===== src/rtl/masked_demask_pkg.sv =====
// Shared types and helpers for the masked demask slice.
// DEMASK_REFRESH_EN adds the REFRESH state to the state enum.
package aes128_package;

`ifdef DEMASK_REFRESH_EN
    typedef enum logic [1:0] {
        ST_IDLE    = 2'd0,
        ST_REFRESH = 2'd1,
        ST_FOLD    = 2'd2,
        ST_DONE    = 2'd3
    } demask_state_t;
`else
    typedef enum logic [1:0] {
        ST_IDLE = 2'd0,
        ST_FOLD = 2'd2,
        ST_DONE = 2'd3
    } demask_state_t;
`endif

    // A chained masked zero needs one random word per adjacent share pair.
    function automatic int num_zero_random(input int num_shares);
        return num_shares - 1;
    endfunction

endpackage


===== src/rtl/masked_demask_reg.sv =====
// Generic enabled storage register with synchronous active-high reset,
// used for the share, accumulator and masked-zero storage.
module masked_demask_reg #(
    parameter int WIDTH = 8
) (
    input  logic             clock,
    input  logic             reset,
    input  logic             enable,
    input  logic [WIDTH-1:0] d,
    output logic [WIDTH-1:0] q
);

    // Load d when enabled; reset clears the stored value.
    always_ff @(posedge clock) begin
        if (reset) begin
            q <= '0;
        end else if (enable) begin
            q <= d;
        end else begin
            q <= q;
        end
    end

endmodule


===== src/rtl/masked_zero.sv =====
// Registered Boolean sharing of zero built from fresh random words; XORing it
// into a sharing re-randomises the shares without changing the secret.
module masked_zero
    import aes128_package::*;
#(
    parameter int NUM_SHARES = 2,
    parameter int BIT_WIDTH  = 2
) (
    input  logic                                             clock,
    input  logic                                             reset,
    input  logic [num_zero_random(NUM_SHARES)*BIT_WIDTH-1:0] random,
    output logic [NUM_SHARES*BIT_WIDTH-1:0]                  zero_shares
);
    localparam int NUM_RAND = num_zero_random(NUM_SHARES);

    logic [NUM_SHARES*BIT_WIDTH-1:0] zero_s;

    // Each random word lands in two adjacent shares so the XOR of all shares cancels.
    always_comb begin
        zero_s = '0;
        for (int i = 0; i < NUM_RAND; i++) begin
            zero_s[i*BIT_WIDTH +: BIT_WIDTH]     = zero_s[i*BIT_WIDTH +: BIT_WIDTH] ^ random[i*BIT_WIDTH +: BIT_WIDTH];
            zero_s[(i+1)*BIT_WIDTH +: BIT_WIDTH] = random[i*BIT_WIDTH +: BIT_WIDTH];
        end
    end

    masked_demask_reg #(.WIDTH(NUM_SHARES*BIT_WIDTH)) u_zero_reg (
        .clock  (clock),
        .reset  (reset),
        .enable (1'b1),
        .d      (zero_s),
        .q      (zero_shares)
    );

endmodule


===== src/rtl/masked_demask.sv =====
// Folds NUM_SHARES Boolean shares into the unmasked value, one share per cycle.
// Define DEMASK_REFRESH_EN to re-randomise the shares for one cycle before folding.
module masked_demask
    import aes128_package::*;
#(
    parameter int NUM_SHARES = 2,
    parameter int BIT_WIDTH  = 2
) (
    input  logic                                             in_clock,
    input  logic                                             in_reset,
    input  logic [NUM_SHARES*BIT_WIDTH-1:0]                  in_shares,
    input  logic                                             in_valid,
    output logic                                             in_ready,
`ifdef DEMASK_REFRESH_EN
    input  logic [num_zero_random(NUM_SHARES)*BIT_WIDTH-1:0] in_random,
`endif
    output logic [BIT_WIDTH-1:0]                             out_value,
    output logic                                             out_valid,
    input  logic                                             out_ready
);
    localparam int                SHARE_W  = NUM_SHARES * BIT_WIDTH;
    localparam int                IDX_W    = $clog2(NUM_SHARES);
    localparam logic [IDX_W-1:0]  LAST_IDX = IDX_W'(NUM_SHARES - 1);

    demask_state_t        state_r;
    logic [IDX_W-1:0]     idx_r;
    logic [SHARE_W-1:0]   share_r;
    logic [SHARE_W-1:0]   share_d_s;
    logic                 share_en_s;
    logic [BIT_WIDTH-1:0] acc_r;
    logic [BIT_WIDTH-1:0] acc_d_s;
    logic                 acc_en_s;
    logic [BIT_WIDTH-1:0] fold_s;
    logic                 accept_s;

    assign accept_s = in_valid & in_ready;
    assign fold_s   = acc_r ^ share_r[idx_r*BIT_WIDTH +: BIT_WIDTH];

`ifdef DEMASK_REFRESH_EN
    logic [SHARE_W-1:0] zero_r;

    masked_zero #(.NUM_SHARES(NUM_SHARES), .BIT_WIDTH(BIT_WIDTH)) u_masked_zero (
        .clock       (in_clock),
        .reset       (in_reset),
        .random      (in_random),
        .zero_shares (zero_r)
    );
`endif

    // Next-value and enable selection for the share and accumulator registers.
    always_comb begin
        share_en_s = 1'b0;
        share_d_s  = '0;
        acc_en_s   = 1'b0;
        acc_d_s    = '0;
        case (state_r)
            ST_IDLE: begin
                if (accept_s) begin
                    share_en_s = 1'b1;
                    share_d_s  = in_shares;
                    acc_en_s   = 1'b1;
                end else begin
                    share_en_s = 1'b0;
                end
            end
`ifdef DEMASK_REFRESH_EN
            ST_REFRESH: begin
                share_en_s = 1'b1;
                share_d_s  = share_r ^ zero_r;
            end
`endif
            ST_FOLD: begin
                acc_en_s = 1'b1;
                acc_d_s  = fold_s;
            end
            ST_DONE: begin
                if (out_ready) begin
                    share_en_s = 1'b1;
                    acc_en_s   = 1'b1;
                end else begin
                    acc_en_s = 1'b0;
                end
            end
            default: begin
                share_en_s = 1'b0;
            end
        endcase
    end

    masked_demask_reg #(.WIDTH(SHARE_W)) u_share_reg (
        .clock  (in_clock),
        .reset  (in_reset),
        .enable (share_en_s),
        .d      (share_d_s),
        .q      (share_r)
    );

    masked_demask_reg #(.WIDTH(BIT_WIDTH)) u_acc_reg (
        .clock  (in_clock),
        .reset  (in_reset),
        .enable (acc_en_s),
        .d      (acc_d_s),
        .q      (acc_r)
    );

    // Control FSM; out_value is loaded with the final fold so it is stable through DONE.
    always_ff @(posedge in_clock) begin
        if (in_reset) begin
            state_r   <= ST_IDLE;
            idx_r     <= '0;
            in_ready  <= 1'b1;
            out_valid <= 1'b0;
            out_value <= '0;
        end else begin
            case (state_r)
                ST_IDLE: begin
                    if (accept_s) begin
                        idx_r    <= '0;
                        in_ready <= 1'b0;
`ifdef DEMASK_REFRESH_EN
                        state_r  <= ST_REFRESH;
`else
                        state_r  <= ST_FOLD;
`endif
                    end
                end
`ifdef DEMASK_REFRESH_EN
                ST_REFRESH: begin
                    state_r <= ST_FOLD;
                end
`endif
                ST_FOLD: begin
                    if (idx_r == LAST_IDX) begin
                        state_r   <= ST_DONE;
                        out_valid <= 1'b1;
                        out_value <= fold_s;
                    end else begin
                        idx_r <= idx_r + IDX_W'(1);
                    end
                end
                ST_DONE: begin
                    if (out_ready) begin
                        state_r   <= ST_IDLE;
                        idx_r     <= '0;
                        in_ready  <= 1'b1;
                        out_valid <= 1'b0;
                        out_value <= '0;
                    end
                end
                default: begin
                    state_r   <= ST_IDLE;
                    idx_r     <= '0;
                    in_ready  <= 1'b1;
                    out_valid <= 1'b0;
                    out_value <= '0;
                end
            endcase
        end
    end

endmodule


===== config.mk =====
export PLATFORM = sky130hd
export DESIGN_NAME = masked_demask
export DESIGN_NICKNAME = d
export VERILOG_FILES = /design/src/rtl/masked_demask_pkg.sv /design/src/rtl/masked_demask_reg.sv /design/src/rtl/masked_zero.sv /design/src/rtl/masked_demask.sv
export SDC_FILE = /design/constraint.sdc
export NUM_CORES = 1
export LEC_CHECK = 0
export ABC_CLOCK_PERIOD_IN_PS = 3670
export BUFFER_PORTS_ARGS = -buffer_cell sky130_fd_sc_hd__buf_2
export CAP_MARGIN = 25
export CORE_MARGIN = 3
export CORE_UTILIZATION = 48
export CTS_CLUSTER_SIZE = 24
export DETAILED_ROUTE_END_ITERATION = 16
export PLACE_DENSITY = 0.77
export SLEW_MARGIN = 10
export SYNTH_ARGS = -nofsm -noshare
export SYNTH_HDL_FRONTEND = slang
export SYNTH_SLANG_ARGS = --single-unit

===== constraint.sdc =====
create_clock -name in_clock -period 3.67 [get_ports in_clock]
set_clock_uncertainty 0.2 [all_clocks]
set_input_delay 0.734 -clock in_clock [delete_from_list [all_inputs] [get_ports in_clock]]
set_output_delay 0.734 -clock in_clock [all_outputs]
set_load 0.01 [all_outputs]

# [Word-level counts from Yosys, hierarchy flattened]
# Index checks and enable logic that the tools add are counted.
[totals] reg_bits=13 latch_bits=0 ram_bits=0 rom_bits=0 input_bits=8 out_inout_bits=4 elab_cells=44 mem_count=0
[op_classes] addsub=1 n_mul=0 div_mod_pow=0 n_lt_le_gt_ge=0 n_eq_ne=5 n_shift=1 n_mux=21 bitwise=4 reduce_logical=5
[op_table] op="$pmux 1 s3" n=4
[op_table] op="$pmux 2 s3" n=2
[op_table] op="$mux 2" n=5
[op_table] op="$reduce_and 3->1" n=3
[op_table] op="$mux 4" n=2
[op_table] op="$mux 1" n=7
[op_table] op="$ne 2x2->1 const B" n=3
[op_table] op="$eq 2x2->1 const B" n=2
[op_table] op="$shiftx 4x3->2" n=1
[op_table] op="$logic_not 2->1" n=1
[op_table] op="$not 1->1" n=2
[op_table] op="$pmux 1 s2" n=1
[op_table] op="$reduce_and 2->1" n=1
[op_table] op="$xor 2x2->2" n=1
[op_table] op="$add 1x1->1 const B" n=1
[op_table] op="$and 1x1->1" n=1

# [Longest topological paths before layout]
# Gate-level depths: netlist of run 1.
[logic_depth] ltp_word=4 ltp_mapped=5 ltp_nobuf=5

# [Modules after synthesis]
# Synthesis of run 1 repeated with hierarchy kept, for this count alone.
[hier_totals] hier_cells=75 area_unflattened_um2=737.0
[by_module_without_submodules] module="masked_demask" n_inst=1 cells_each=56 area_per_inst_um2=529.3 seq_area_each_um2=140.1
[by_module_without_submodules] module="masked_demask_reg at u_share_reg" n_inst=1 cells_each=13 area_per_inst_um2=140.1 seq_area_each_um2=80.1
[by_module_without_submodules] module="masked_demask_reg at u_acc_reg" n_inst=1 cells_each=6 area_per_inst_um2=67.6 seq_area_each_um2=40.0

# [Worst setup path after synthesis of run 1]
# OpenSTA, ideal clock, no wires.
[synth_timing] path_kind="input to register" from="input out_ready" to="register out_value[0]" setup_time_ps=117 arrival_ps=1314 t_required_ps=3353 path_slack_ps=2038 path_stages=3 path_buffers=0 path_cell_list="nand2b_1 and4b_1 a32o_1"
[synth_via] elab_chain_cells=2
[synth_lines] element="from (decl)" line_no="masked_demask.sv:19" rtl="input logic out_ready"
[synth_lines] element="$ne 2x2->1 (no source line)"
[synth_lines] element="$reduce_and 3->1 (no source line)"
[synth_lines] element="to (signal assigned)" line_no="masked_demask.sv:136" rtl="out_value <= fold_s;"
[synth_lines] element="to (decl)" line_no="masked_demask.sv:17" rtl="output logic [BIT_WIDTH-1:0] out_value,"
# No other way between the ends.
# A chain may end at the register's enable or synchronous reset.

# [Final worst setup path of run 1]
[layout_timing] from="register in_ready" to="output in_ready"
[layout_lines] element="from (decl)" line_no="masked_demask.sv:13" rtl="output logic in_ready,"
[layout_lines] element="from (signal assigned)" line_no="masked_demask.sv:111" rtl="in_ready <= 1'b1;"
[layout_lines] element="from (signal assigned)" line_no="masked_demask.sv:119" rtl="in_ready <= 1'b0;"
[layout_lines] element="from (signal assigned)" line_no="masked_demask.sv:145" rtl="in_ready <= 1'b1;"
# No word-level cell between the ends.

==> results of run 1 <==
-- cell type report --
class	count	area, um^2	share of cell area
repair buffers	11	55.05	0.07445
multi-input cells	45	350.3	0.4738
clock buffers	4	26.28	0.03553
flip-flops and latches	13	260.3	0.3519
inverters	8	30.03	0.04061
well taps	14	17.52	0.02369
-- kinds of logic (layout without fill, tap and decap cells) --
logic type,after synthesis,in the layout,share of synthesized area
and+or+nand+nor,15,15,0.1270
muxes,4,4,0.07423
DFF,13,13,0.4063
xor gates and xnor gates,2,2,0.02735
buffers and inverters,8,23,0.04688
AOI/OAI and AO/OA,20,20,0.2402
adders and majority gates,4,4,0.07813
-- state kept, by name, indices dropped and copies added, names as in the netlist --
signal         cells
idx_r              1
in_ready           1
out_valid          1
out_value          2
state_r            2
u_acc_reg.q        2
u_share_reg.q      4
-- stage by stage --
| stage | setup slack (ps) | hold WS, ps |
|---|---|---|
| 6_report | 1891 | 294.9 |
| 5_1_grt | 1814 | 311.4 |
| 4_1_cts | 1887 | 287.0 |
| 3_5_place_dp | 1867 | 254.4 |
| 3_3_place_gp | 1875 | 267.0 |
| 2_1_floorplan | 2038 | 269.0 |
-- final timing paths --
kind | slack (ps) | endpoint | startpoint
worst max-delay path | 1890 | in_ready | in_ready$_SDFFE_PP1P_
worst max register to register | 2040 | u_acc_reg.q[1]$_SDFFE_PP0P_ | state_r[0]$_SDFFE_PP0P_
worst min register to register | 290 | out_valid$_SDFFE_PP0P_ | out_valid$_SDFFE_PP0P_
worst min-delay path | 290 | out_valid$_SDFFE_PP0P_ | out_valid$_SDFFE_PP0P_
-- worst reg2reg max path: cells and delay by family (launching register included) --
| kind | cells | cell delay (ps) |
|---|---|---|
| AO/OA/AOI/OAI | 3 | 620 |
| flip-flops | 1 | 380 |
| adder cells (fa/ha/maj) | 1 | 260 |
| buffers and inverters | 1 | 80 |
-- placed cells by master (no fill, tap or decap), drive strengths merged --
master,instances
a21bo,1
a21boi,1
a21oi,3
a22o,4
a31oi,2
a32o,2
a32oi,1
and4b,1
buf,11
clkbuf,4
dfxtp,13
ha,4
inv,8
mux2i,4
nand2b,3
nand3,4
nor2,3
nor2b,1
nor3,3
o21a,1
o21ai,1
o21bai,1
o31ai,1
o32ai,2
xnor2,2
-- report_power, final --
| group | internal (uW) | switching (uW) | leakage, uW | total (uW) |
|---|---|---|---|---|
| Sequential | 168 | 25.8 | 0.000106 | 194 |
| Clock | 42.1 | 44.5 | 0.0000150 | 86.7 |
| Combinational | 79.5 | 92.7 | 0.000203 | 172 |
-- routing by layer --
metal | GRT usage | wire (um) | up-vias
met2 | 0.1915 | 497 | 25
met5 | 0 | 0 | -
met1 | 0.2047 | 553 | 245
li1 | - | - | 272
met3 | 0.07725 | 113 | 4
met4 | 0.03727 | 16 | 0
==> reports/qor.txt, run 1 <==
run status: completed
Total Wirelength: 1180 um
final non-filler cell total: 95
arrival time worst endpoint: 840 ps
Die Ht: 42.53 um
Seq cells post-synth: 13
GRT Residual Overflow: 0
H-tree depth: 1
Slew HR: 0.7104
Clock Latency Late Sink: 270 ps
total track usage: 0.1457
P_leak: 0.0003240 uW
critical-path maximum fanout: 6
most instantiated cells after synthesis: 13 x dfxtp_1, 8 x inv_1, 4 x a22o_1, 4 x ha_1, 4 x nand3_1
vias post-DR: 546
core area: 0.001171 mm^2
worst slew pin tran: 430.6 ps
RSZ-0062 raised after global routing: false
largest vdd supply drop: 0.3842 mV
top post-synthesis cells by area: dfxtp_1 41%, ha_1 7.8%, a22o_1 5.5%
TritonCTS clock tree: built
drt via density: 5.747
count leader, synth: dfxtp_1
Worst Setup Start Kind: flop
fin crit period: 1779 ps
Net Count, Synth: 78
Netlist Area Pre-Place: 640.6 um^2
CP Depth: 1
Final Cycle Share: 0.4847
cell taking the most area after synthesis: dfxtp_1
Worst-path clk slew: 70 ps
Post-CTS Setup Inserts: 0
root buf cell: clkbuf_4
input/output buffers: 11
clk sinks: 13
initial antenna violation count: 0
antenna diode count: 0
Clock Tree Buf Depth: 2
Post-synth EDFFs: 0
Initial DRT Pass Iterations: 4
Hold Path Class: flop to flop
reg2reg path depth: 5
first-iteration detailed-routing DRC count: 15
top cell type's share of synthesized area: 0.4063
CP bufs+invs: 1
Worst path top cell family by delay: flip-flops
Detailed Place HPWL: 939.8 um
cell breakdown of the critical path: buf_2
# hold bufs at CTS: 0
Routability Congestion: 0.8293
Final Hold Viols: 0
Pins Over Slew Limit: 0
hold depth: 2
global-route wire length before repair: 2007 um
post-synthesis sequential area ratio: 0.4062
share of cells above drive strength 1: 0.2099
Final Core Density: 0.6314
design area: 739.5 um^2
synthesized area per cell: 9.706 um^2
FMAX: 562.2 MHz
wire per inst: 12.42 um
async set or reset register ratio after synthesis: 0
Worst EP required: 2740 ps
Die Area: 0.001809 mm^2
I/O pin total: 12
Layout area overhead: 15.43%
row count: 12
Num CTS Buffers: 3
PwrDens: 612.1 mW/mm^2
Filler cells: 100
main flop type after synthesis: dfxtp_1
Die W: 42.53 um
Synth Warn #: 0
max incr delay on CP: 410 ps
Setup violations, final: 0
Crit. End Element: primary output
Crit Path Class: flop to primary output
# Max-Cap Violations: 0
Starting Density: 0.5470
nets: 94
placed cells: 91
placed inst area: 713.2 um^2
Mapped Cells: 66
setup tns final: 0 ps
CP max stage cell: dfxtp_1
cts repair resizes: 0
Remaining DRCs: 0
Unique masters post-synth: 24
Final ANT Viol Nets: 0
number of global-route vias before repair: 471
total power: 452.6 uW
largest net degree at the start of global routing: 8
Note: power is estimated with default switching activity, not from simulation.
==> inputs of run 2 (changes only) <==
--- a/config.mk
+++ b/config.mk
@@ -5,7 +5,7 @@
 export SDC_FILE = /design/constraint.sdc
 export NUM_CORES = 1
 export LEC_CHECK = 0
-export ABC_CLOCK_PERIOD_IN_PS = 3670
+export ABC_CLOCK_PERIOD_IN_PS = 1700
 export BUFFER_PORTS_ARGS = -buffer_cell sky130_fd_sc_hd__buf_2
 export CAP_MARGIN = 25
 export CORE_MARGIN = 3
==> constraint.sdc (replaced) <==
create_clock -name in_clock -period 1.7 [get_ports in_clock]
set_clock_uncertainty 0.2 [all_clocks]
set_input_delay 0.34 -clock in_clock [delete_from_list [all_inputs] [get_ports in_clock]]
set_output_delay 0.34 -clock in_clock [all_outputs]
set_load 0.01 [all_outputs]
==> run 2 against run 1 <==
Net effect:
- critical path depth grew 4
- count of clock-buffer cells in the layout is the same
- first-iteration DRC count grew 47%
- combinational power grew 140%
- worst setup slack lost 1800 ps
- worst hold slack lost 230 ps
- design area grew 3.2%
- wire length grew 9.6%
- sequential power grew 120%
- sequential share of layout area shrank 0.93 points
==> reports/qor.txt, run 2 (synthesis results as in run 1) <==
Worst EP required: 1660 ps
# Max-Cap Violations: 0
flip-flop count of the largest register after layout: 4
Final Cycle Share: 0.9592
drt via density: 5.887
initial antenna violation count: 0
Final Hold Viols: 0
Slew HR: 0.7242
P_leak: 0.0003364 uW
cts repair resizes: 0
most frequent cells in the layout: 12 x dfxtp_1, 11 x buf_2, 8 x inv_1
Post-CTS Setup Inserts: 0
RSZ-0062 raised after global routing: false
Num CTS Buffers: 3
arrival time worst endpoint: 1590 ps
max incr delay on CP: 340 ps
Top reg by flops: u_share_reg.q
CP max stage cell: dfxtp_2
Remaining DRCs: 0
largest net degree at the start of global routing: 8
vias post-DR: 571
share of cells above drive strength 1: 0.2530
total track usage: 0.1601
Clock Tree Buf Depth: 2
Final ANT Viol Nets: 0
setup tns final: 0 ps
Clock Latency Late Sink: 270 ps
most common cell after layout, fill and taps aside: dfxtp_1
Die W: 42.53 um
Pins Over Slew Limit: 0
clk sinks: 13
Total Wirelength: 1293 um
wire per inst: 13.33 um
core area: 0.001171 mm^2
cell breakdown of the critical path: inv_1 -> ha_1 -> a32oi_2 -> o21a_1 -> a22o_1
worst slew pin tran: 410.2 ps
PwrDens: 1334 mW/mm^2
number of global-route vias before repair: 544
antenna diode count: 0
nets: 96
global-route wire length before repair: 2214 um
Detailed Place HPWL: 987.1 um
# hold bufs at CTS: 0
Hold Path Class: input pin to flop
first-iteration detailed-routing DRC count: 22
run status: completed
Worst-path clk slew: 80 ps
pre-CTS setup slack: 82.38 ps
TritonCTS clock tree: built
row count: 12
Initial DRT Pass Iterations: 4
I/O pin total: 12
Crit Path Class: flop to flop
fin crit period: 1631 ps
H-tree depth: 1
largest vdd supply drop: 0.6611 mV
Die Ht: 42.53 um
critical-path maximum fanout: 6
input/output buffers: 11
root buf cell: clkbuf_4
Starting Density: 0.5470
GRT Residual Overflow: 0
Setup violations, final: 0
Layout area overhead: 19.14%
Routability Congestion: 0.8760
Die Area: 0.001809 mm^2
FMAX: 613.2 MHz
Crit. End Element: flop
setup ws final: 69.33 ps
Worst Setup Start Kind: flop
==> run 2: changes by cell type in the layout (fill, tap and decap cells not counted), sizes merged <==
cell  previous run  this run
buf             11        13
==> run 2: where the power goes <==
group	internal [uW]	switching (uW)	total, uW
sequential	363	59.3	422
clock	90.9	98.4	189
combinational	195	212	407
total	649	369	1020
==> run 2: final cells by class <==
cell class,count,area (um^2)
flip-flops and latches,13,261.5
clock buffers,4,26.28
multi-input cells,45,357.8
inverters,8,30.03
fillers,107,407.9
well taps,14,17.52
repair buffers,13,70.07
==> run 2: layer usage <==
metal	routed length [um]	GRT usage	vias up
li1	-	-	277
met1	586	0.2083	262
met2	579	0.2462	26
met3	100	0.03863	6
met4	26	0.07453	0
met5	0	0	-
==> run 2: worst paths after layout <==
kind / startpoint / depth (start not counted) / slack, ps / end
setup / recovery: state_r[0]$_SDFFE_PP0P_ / 5 / 70 / u_share_reg.q[3]$_SDFFE_PP0P_
hold / removal: in_shares[1] / 2 / 70 / u_share_reg.q[1]$_SDFFE_PP0P_
setup reg to reg: state_r[0]$_SDFFE_PP0P_ / 5 / 70 / u_share_reg.q[3]$_SDFFE_PP0P_
hold reg to reg: out_valid$_SDFFE_PP0P_ / 2 / 280 / out_valid$_SDFFE_PP0P_
==> run 2: worst max-delay path, delay by kind of cell, from the launching register on <==
| kind | cells | cell delay [ps] |
|---|---|---|
| buffers and inverters | 1 | 80 |
| AOI/OAI and AO/OA | 3 | 630 |
| DFF | 1 | 340 |
| adders and majority gates | 1 | 270 |
==> run 2: metrics by stage <==
stage	hold WS, ps	power, uW	utilization	instance area (um^2)	instances
after global placement	248.5	814.6	0.6218	728.2	93
after global routing	71.10	1095	0.6517	763.2	97
after detailed placement	262.3	819.5	0.6218	728.2	93
after floorplan	209.1	705.8	-	640.6	66
final	69.28	1018	0.6517	763.2	97
after CTS	71.70	1007	0.6442	754.5	97
